<file path="src/rtl/channel_delay_ctrl.sv">
// Code delay-line controller: owns delay1/delay2, applies new spacings on the delayed epoch, gates corr_en during fill.
// Optional build macro DELAY_ORDER_CHECK_EN discards requests whose delay2 is not strictly greater than delay1.
module channel_delay_ctrl #(
  parameter int DLY_W      = 6,
  parameter int DEPTH      = 129,
  parameter int TIMEOUT    = 65535,
  parameter int RST_DELAY1 = 1,
  parameter int RST_DELAY2 = 2
) (
  input  logic             clk,
  input  logic             reset_n,
  input  logic             restart,
  input  logic             dly_epoch,
  input  logic             req_valid,
  output logic             req_ready,
  input  logic [DLY_W-1:0] req_delay1,
  input  logic [DLY_W-1:0] req_delay2,
  output logic [DLY_W-1:0] delay1,
  output logic [DLY_W-1:0] delay2,
  output logic             corr_en,
  output logic             apply_pulse,
  output logic             timeout_flag,
  output logic             reject_flag,
  input  logic             clr_flags
);

  localparam int FILL_W = (DEPTH > 1) ? $clog2(DEPTH) : 1;
  localparam int TO_W   = (TIMEOUT > 1) ? $clog2(TIMEOUT) : 1;

  localparam logic [FILL_W-1:0] FILL_LAST = FILL_W'(DEPTH - 1);
  localparam logic [FILL_W-1:0] FILL_MAX  = '1;
  localparam logic [TO_W-1:0]   TO_LAST   = TO_W'(TIMEOUT - 1);
  localparam logic [TO_W-1:0]   TO_MAX    = '1;

  localparam logic [0:0] ST_FILL = 1'b0;
  localparam logic [0:0] ST_RUN  = 1'b1;

  logic [0:0]        r_state;
  logic [FILL_W-1:0] r_fill_cnt;
  logic [TO_W-1:0]   r_to_cnt;
  logic              r_pend;
  logic [DLY_W-1:0]  r_shadow1;
  logic [DLY_W-1:0]  r_shadow2;
  logic [DLY_W-1:0]  r_delay1;
  logic [DLY_W-1:0]  r_delay2;
  logic              r_apply_pulse;
  logic              r_timeout_flag;

  logic w_in_run;
  logic w_accept;
  logic w_reject;
  logic w_take;
  logic w_to_hit;
  logic w_apply;

  assign w_in_run = (r_state == ST_RUN);
  assign w_accept = req_valid & ~r_pend;

`ifdef DELAY_ORDER_CHECK_EN
  assign w_reject = w_accept & (req_delay2 <= req_delay1);
`else
  assign w_reject = 1'b0;
`endif

  assign w_take   = w_accept & ~w_reject;
  assign w_to_hit = r_pend & w_in_run & (r_to_cnt == TO_LAST);
  // During fill the delay-line output is invalid anyway, so a pending request goes in immediately.
  assign w_apply  = r_pend & (~w_in_run | dly_epoch | w_to_hit);

  always_ff @(posedge clk) begin
    if (!reset_n) begin
      r_state    <= ST_FILL;
      r_fill_cnt <= '0;
    end else if (restart) begin
      r_state    <= ST_FILL;
      r_fill_cnt <= '0;
    end else if (r_state == ST_FILL) begin
      if (r_fill_cnt == FILL_LAST) begin
        r_state <= ST_RUN;
      end
      if (r_fill_cnt != FILL_MAX) begin
        r_fill_cnt <= r_fill_cnt + 1'b1;
      end
    end
  end

  always_ff @(posedge clk) begin
    if (!reset_n) begin
      r_pend        <= 1'b0;
      r_to_cnt      <= '0;
      r_shadow1     <= DLY_W'(RST_DELAY1);
      r_shadow2     <= DLY_W'(RST_DELAY2);
      r_delay1      <= DLY_W'(RST_DELAY1);
      r_delay2      <= DLY_W'(RST_DELAY2);
      r_apply_pulse <= 1'b0;
    end else begin
      r_apply_pulse <= w_apply;
      if (w_apply) begin
        r_delay1 <= r_shadow1;
        r_delay2 <= r_shadow2;
        r_pend   <= 1'b0;
        r_to_cnt <= '0;
      end else if (w_take) begin
        r_shadow1 <= req_delay1;
        r_shadow2 <= req_delay2;
        r_pend    <= 1'b1;
        r_to_cnt  <= '0;
      end else if (r_pend && w_in_run && (r_to_cnt != TO_MAX)) begin
        r_to_cnt <= r_to_cnt + 1'b1;
      end
    end
  end

  // Sticky flags: a new set event beats a simultaneous clear.
  always_ff @(posedge clk) begin
    if (!reset_n) begin
      r_timeout_flag <= 1'b0;
    end else if (w_to_hit) begin
      r_timeout_flag <= 1'b1;
    end else if (clr_flags) begin
      r_timeout_flag <= 1'b0;
    end
  end

`ifdef DELAY_ORDER_CHECK_EN
  logic r_reject_flag;

  always_ff @(posedge clk) begin
    if (!reset_n) begin
      r_reject_flag <= 1'b0;
    end else if (w_reject) begin
      r_reject_flag <= 1'b1;
    end else if (clr_flags) begin
      r_reject_flag <= 1'b0;
    end
  end

  assign reject_flag = r_reject_flag;
`else
  assign reject_flag = 1'b0;
`endif

  assign req_ready    = ~r_pend;
  assign delay1       = r_delay1;
  assign delay2       = r_delay2;
  assign corr_en      = w_in_run;
  assign apply_pulse  = r_apply_pulse;
  assign timeout_flag = r_timeout_flag;

endmodule

</file>
<file path="config.mk">
export PLATFORM = sky130hd
export DESIGN_NAME = channel_delay_ctrl
export DESIGN_NICKNAME = d
export VERILOG_FILES = /design/src/rtl/channel_delay_ctrl.sv
export SDC_FILE = /design/constraint.sdc
export NUM_CORES = 1
export LEC_CHECK = 0
export ABC_AREA = 1
export BUFFER_PORTS_ARGS = -buffer_cell sky130_fd_sc_hd__buf_2
export CORE_MARGIN = 4
export CORE_UTILIZATION = 45
export CTS_CLUSTER_DIAMETER = 100
export DETAILED_ROUTE_END_ITERATION = 16
export MAX_ROUTING_LAYER = met4
export PLACE_DENSITY = 0.73
export SETUP_SLACK_MARGIN = 0.15
export SYNTH_ARGS = -nofsm -noshare
export SYNTH_HDL_FRONTEND = slang
export SYNTH_SLANG_ARGS = --single-unit
</file>
<file path="constraint.sdc">
create_clock -name clk -period 3.7 [get_ports clk]
set_input_delay 0 -clock clk [delete_from_list [all_inputs] [get_ports clk]]
set_output_delay 0 -clock clk [all_outputs]
set_load 0.01 [all_outputs]
</file>
==> impl_metrics.py, run 1 <==
metrics = {
    "global_routing": {
        "grt_pass1_vias": 2058,
        "antenna_found_initial": 0,
        "track_usage_pct": 16.91,
        "grt_max_degree": 18,
        "grt_pass1_wl_um": 8804,
        "gr-total-overflow": 0,
    },
    "cts": {
        "cts.sinks": 52,
        "cts_buffers": 5,
        "root_buffer": "clkbuf_8",
        "htree_levels": 2,
        "cts_buffer_depth": 2,
        "postCtsResizedCells": 0,
        "path_clk_slew_ps": 90,
        "clock_latency_ps": 300,
        "cts_tree": "built",
    },
    "critical_path": {
        "cp-start-kind": "flip-flop",
        "max_stage_delay_ps": 560,
        "cp_slowest_cell": "dlygate4sd3_1",
        "path_cells": "inv_1, nand2_1, inv_1, nand2_1, nand3_1, dlygate4sd3_1",
        "worst_r2r_path_depth": 6,
        "cp.arrival_ps": 2140,
        "cp-endpoint": "r_shadow2[1]$_SDFFE_PN1P_",
        "timing.rr.end": "r_shadow2[1]$_SDFFE_PN1P_",
        "worstSetupEndpointType": "flip-flop",
        "reg2reg_from": "r_pend$_SDFFE_PP0P_",
        "worst-path-max-fanout": 14,
        "crit_type": "flip-flop to flip-flop",
        "r2r_slack_ps": 1760,
        "required_ps": 3900,
        "cp-startpoint": "r_pend$_SDFFE_PP0P_",
    },
    "die": {
        "die_h_um": 82.54,
        "die-area_um2": 6812,
        "core_um2": 5238,
        "ios": 35,
        "die_w_um": 82.54,
        "start_util_pct": 47.73,
        "num_rows": 26,
    },
    "final_layout": {
        "layoutNonFillerInstCount": 469,
        "syn_to_final_growth_pct": 17.17,
        "multi_input_area_um2": 1256,
        "final_nets": 420,
        "diodes": 0,
        "drive_gt1_share_pct": 16.79,
        "fin_util_pct": 55.92,
        "design_area_um2": 2929,
        "fillCellCount": 490,
        "seqCellArea_um2": 1041,
    },
    "drt": {
        "drtIter0Drc": 110,
        "wl_per_cell_um": 10.87,
        "drtPass1Iterations": 6,
        "drc": 0,
        "avgViaCountPerCell": 4.770,
        "routed_wl_um": 5099,
        "vias": 2237,
        "ant_nets": 0,
    },
    "worst_hold_path": {
        "hp-class": "primary input to flip-flop",
    },
    "synthesis": {
        "postSynthCellCount": 353,
        "synth_nets": 375,
        "synth_top_area_share_pct": 41.64,
        "seq_area_frac_synth_pct": 41.64,
        "synthTopCellsByCount": "124 x nand2_1, 52 x dfxtp_1, 41 x nor2_1",
        "synthDistinctLibCells": 29,
        "synth-edff-count": 0,
        "synthTopCellsByArea": "dfxtp_1 42%, nand2_1 19%, nor2_1 6.2%",
        "syn-mean-instance-area_um2": 7.082,
        "synth_flop_cell": "dfxtp_1",
        "syn_area_um2": 2500,
        "synth.most_common_cell": "nand2_1",
        "async_reset_ff_share_pct": 0,
        "synth-warning-count": 0,
        "synth_area_leader_cell": "dfxtp_1",
        "synth.ff_latch_count": 52,
    },
    "placement": {
        "place_inst": 447,
        "placed_cell_area_um2": 2678,
        "portBuffers": 33,
        "hpwl_um": 3563,
        "place_congestion": 0.8608,
    },
    "timing": {
        "post-route-period-util_pct": 52.48,
        "hold_viol": 0,
        "totalNegativeSetupSlack_ps": 0,
        "rsz0062_at_grt": "false",
        "relSlewSlack_pct": 52.65,
        "finClkSkew_ps": 6.127,
        "slew_violations": 0,
        "fin_crit_ps": 1942,
        "setup_violations": 0,
        "worstMarginPinSlew_ps": 707.6,
        "clock.fmax_mhz": 515.0,
    },
    "power": {
        "power.total_mw": 1.074,
        "vdd.ir_drop.worst_mv": 0.2213,
        "p_leak_nw": 1.225,
        "power_density_nw_per_um2": 366.7,
    },
    "run": {
        "cap_violations": 0,
    },
    "outcome": {
        "outcome": "finished, final reports clean",
    },
}
[critical path, delay by kind of cell, from the launching register on]
| family | cells | cell delay, ps |
|---|---|---|
| buffers and inverters | 3 | 940 |
| DFF | 1 | 400 |
| and+or+nand+nor | 3 | 500 |
[metal layers]
metal | routed length, um | GRT usage, % | part of all wire [%] | up-vias
met4 | 69 | 5.065 | 1.4 | 0
met5 | 0 | - | 0 | -
met2 | 2456 | 27.64 | 48 | 37
li1 | - | - | - | 1194
met3 | 156 | 3.579 | 3.1 | 8
met1 | 2416 | 21.01 | 47 | 998
[state kept, by name (all words and copies together) (netlist names)]
register	count
r_to_cnt	16
r_fill_cnt	8
delay1	6
delay2	6
r_shadow1	6
r_shadow2	6
apply_pulse	1
corr_en	1
r_pend	1
timeout_flag	1
[power breakdown]
group | switching, mW | total (mW) | internal [mW]
logic | 0.0535 | 0.0925 | 0.0390
registers | 0.0106 | 0.591 | 0.580
clock network | 0.186 | 0.391 | 0.205
[metrics by stage]
step                hold WS (ps)  setup slack (ps)
floorplan                  113.2              2302
global placement           198.4              1970
detailed placement         199.4              1887
CTS                       0.1361              1766
global route               13.97              1574
finish                     7.573              1758
[cells in the final DEF (no fill, tap or decap), types with 2 or more instances in the layout]
cell type,instances
inv_1,31
dlygate4sd3_1,14
nor3_1,3
xnor2_1,3
nand4_1,5
nor2_2,2
clkbuf_8,5
nor2_4,2
a21oi_2,10
o21ai_0,16
xor2_1,5
dfxtp_1,52
inv_2,3
nand2_1,124
nand3_1,15
buf_2,33
a21oi_1,14
nor2_1,41
ha_1,4
nand2_2,5
[layout make-up]
cell class                      instances  share of cell area, %
Clock buffer                            6                  2.478
Clock inverter                          2                  1.324
Sequential cell                        52                  35.54
Timing Repair Buffer                   47                  10.42
Inverter                               34                  4.357
Tap cell                               70                  2.990
Multi-Input combinational cell        258                  42.89
[worst min path at each step]
stage,cells past startpoint,endpoint,startpoint
finish,2,r_shadow1[0]$_SDFFE_PN1P_,reset_n
floorplan,2,r_shadow1[0]$_SDFFE_PN1P_,req_delay1[0]
detailed placement,3,r_shadow1[0]$_SDFFE_PN1P_,req_delay1[0]
global route,2,r_shadow1[0]$_SDFFE_PN1P_,reset_n
global placement,3,r_shadow2[1]$_SDFFE_PN1P_,req_delay2[1]
CTS,2,r_shadow1[0]$_SDFFE_PN1P_,reset_n
[cells by family after synthesis]
group / synth area share (%)
buffers and inverters: 8.108
and+or+nand+nor: 34.48
adders and majority gates: 2.002
other: 0.1500
AOI/OAI and AO/OA: 10.81
xor gates and xnor gates: 2.803
DFF: 41.64
[what timing repair did]
action / CTS / global route
endpoints found under the hold margin: 13 / 0
hold buffers: 14 / 0
setup buffers: 0 / 0
Power figures use the tool's default switching activity.
==> run 2: changes to the inputs <==
--- a/config.mk
+++ b/config.mk
@@ -12,7 +12,7 @@
 export CTS_CLUSTER_DIAMETER = 100
 export DETAILED_ROUTE_END_ITERATION = 16
 export MAX_ROUTING_LAYER = met4
-export PLACE_DENSITY = 0.73
+export PLACE_DENSITY = 0.76
 export SETUP_SLACK_MARGIN = 0.15
 export SYNTH_ARGS = -nofsm -noshare
 export SYNTH_HDL_FRONTEND = slang
==> constraint.sdc (replaced) <==
create_clock -name clk -period 1.76 [get_ports clk]
set_input_delay 0 -clock clk [delete_from_list [all_inputs] [get_ports clk]]
set_output_delay 0 -clock clk [all_outputs]
set_load 0.01 [all_outputs]
==> run 2 against run 1 <==
- register-to-register slack lost 1500 ps
- final area rose by 4.2%
- die area is the same
- largest power group unchanged
- critical path type unchanged
- largest cell class unchanged
- global-route usage grew 1.3 points
- maximum frequency increased by 29%
==> impl_metrics.py, run 2 (synthesis results as in run 1) <==
metrics = {
    "outcome": {
        "outcome": "finished, final reports clean",
    },
    "timing": {
        "totalNegativeSetupSlack_ps": 0,
        "post-route-period-util_pct": 85.69,
        "fin_crit_ps": 1508,
        "hold_viol": 0,
        "finClkSkew_ps": 8.299,
        "slew_violations": 0,
        "fin_ws_ps": 251.8,
        "clock.fmax_mhz": 663.1,
        "setup_violations": 0,
        "holdWs_ps": 28.09,
        "rsz0062_at_grt": "false",
    },
    "drt": {
        "drtPass1Iterations": 4,
        "drc": 0,
        "avgViaCountPerCell": 4.869,
        "ant_nets": 0,
        "wl_per_cell_um": 11.60,
        "vias": 2337,
        "drtIter0Drc": 141,
        "routed_wl_um": 5566,
    },
    "final_layout": {
        "fin_util_pct": 58.29,
        "fillCellCount": 463,
        "largest_register_ff_count": 16,
        "regMostFlops": "r_to_cnt",
        "final_nets": 430,
        "final_common_cell": "nand2_1",
        "syn_to_final_growth_pct": 22.12,
        "seqCellArea_um2": 1049,
        "drive_gt1_share_pct": 20.78,
        "reg_top3": "r_to_cnt x16, r_fill_cnt x8",
        "multi_input_area_um2": 1290,
        "layout_common_cells": "124 x nand2_1, 46 x dfxtp_1, 41 x nor2_1",
    },
    "die": {
        "die-area_um2": 6812,
        "num_rows": 26,
        "ios": 35,
        "core_um2": 5238,
        "start_util_pct": 47.73,
        "die_w_um": 82.54,
        "die_h_um": 82.54,
    },
    "cts": {
        "path_clk_slew_ps": 100,
        "htree_levels": 2,
        "cts_buffer_depth": 2,
        "cts_tree": "built",
        "cts_buffers": 5,
        "clock_latency_ps": 310,
        "cts.sinks": 52,
        "root_buffer": "clkbuf_8",
    },
    "critical_path": {
        "cp-start-kind": "flip-flop",
        "required_ps": 1960,
        "worst-path-max-fanout": 11,
        "crit_type": "flip-flop to flip-flop",
        "worst_r2r_path_depth": 10,
        "cp.arrival_ps": 1710,
        "worstSetupEndpointType": "flip-flop",
    },
    "power": {
        "p_leak_nw": 1.280,
        "vdd.ir_drop.worst_mv": 0.4485,
        "power_density_nw_per_um2": 750.7,
        "power.total_mw": 2.292,
    },
    "run": {
        "cap_violations": 0,
    },
    "placement": {
        "portBuffers": 33,
        "place_congestion": 0.9000,
        "pre_cts_ws_ps": -21.29,
        "hpwl_um": 3746,
    },
    "global_routing": {
        "antenna_found_initial": 0,
        "gr-total-overflow": 0,
        "grt_pass1_vias": 2185,
        "track_usage_pct": 18.22,
        "grt_max_degree": 18,
        "grt_pass1_wl_um": 9466,
    },
    "worst_hold_path": {
        "hold_depth": 3,
        "hp-class": "primary input to flip-flop",
    },
}
## run 2: what timing repair did
action                                 in CTS  in global routing
gates cloned                                0                  1
buffers inserted                            0                  2
endpoints found under the hold margin      13                  0
resized for setup                           3                  8
setup endpoints to repair                  16                 27
hold buffers                               13                  0
pin swaps                                   0                  1
## run 2: final timing paths
kind / slack [ps] / start / to
setup / recovery: 250 / r_to_cnt[8]$_SDFFE_PP0P_ / delay2[4]$_SDFFE_PN0P_
hold / removal: 30 / reset_n / r_shadow2[4]$_SDFFE_PN0P_
setup reg to reg: 250 / r_to_cnt[8]$_SDFFE_PP0P_ / delay2[4]$_SDFFE_PN0P_
hold reg to reg: 450 / r_shadow1[1]$_SDFFE_PN0P_ / delay1[1]$_SDFFE_PN0P_
## run 2: report_power, final
part | total, mW | internal [mW] | switching (mW)
combinational | 0.222 | 0.0985 | 0.124
sequential | 1.25 | 1.22 | 0.0253
clock | 0.824 | 0.430 | 0.394
total | 2.29 | 1.75 | 0.543
## run 2: critical path, stage by stage, from the launching register on
cell     delay (ps)
dfxtp_1         390
nand2_1         100
inv_2            80
nand2_2          70
nor2_4          150
nand3_4         150
nand2_2         110
nor2_1           40
buf_4           180
nand2_1          80
nand2_1          60
## run 2: cell type report
class	instances	area share (%)
multi-input cells	259	42.25
flip-flops and latches	52	34.34
repair buffers	56	12.54
inverters	34	4.262
well taps	70	2.869
clock buffers	6	2.377
clock inverters	2	1.270
diodes	1	0.08197
## run 2: per-stage QoR
step	cells	cell area [um2]
6_report	480	3053
2_1_floorplan	353	2500
3_5_place_dp	455	2738
5_1_grt	479	3050
3_3_place_gp	455	2738
4_1_cts	476	2993
## run 2: per-layer routing
| layer | global-route usage (%) | wire [um] |
|---|---|---|
| met1 | 22.03 | 2509 |
| met2 | 29.97 | 2732 |
| met3 | 3.796 | 200 |
| met4 | 6.699 | 123 |
| met5 | - | 0 |
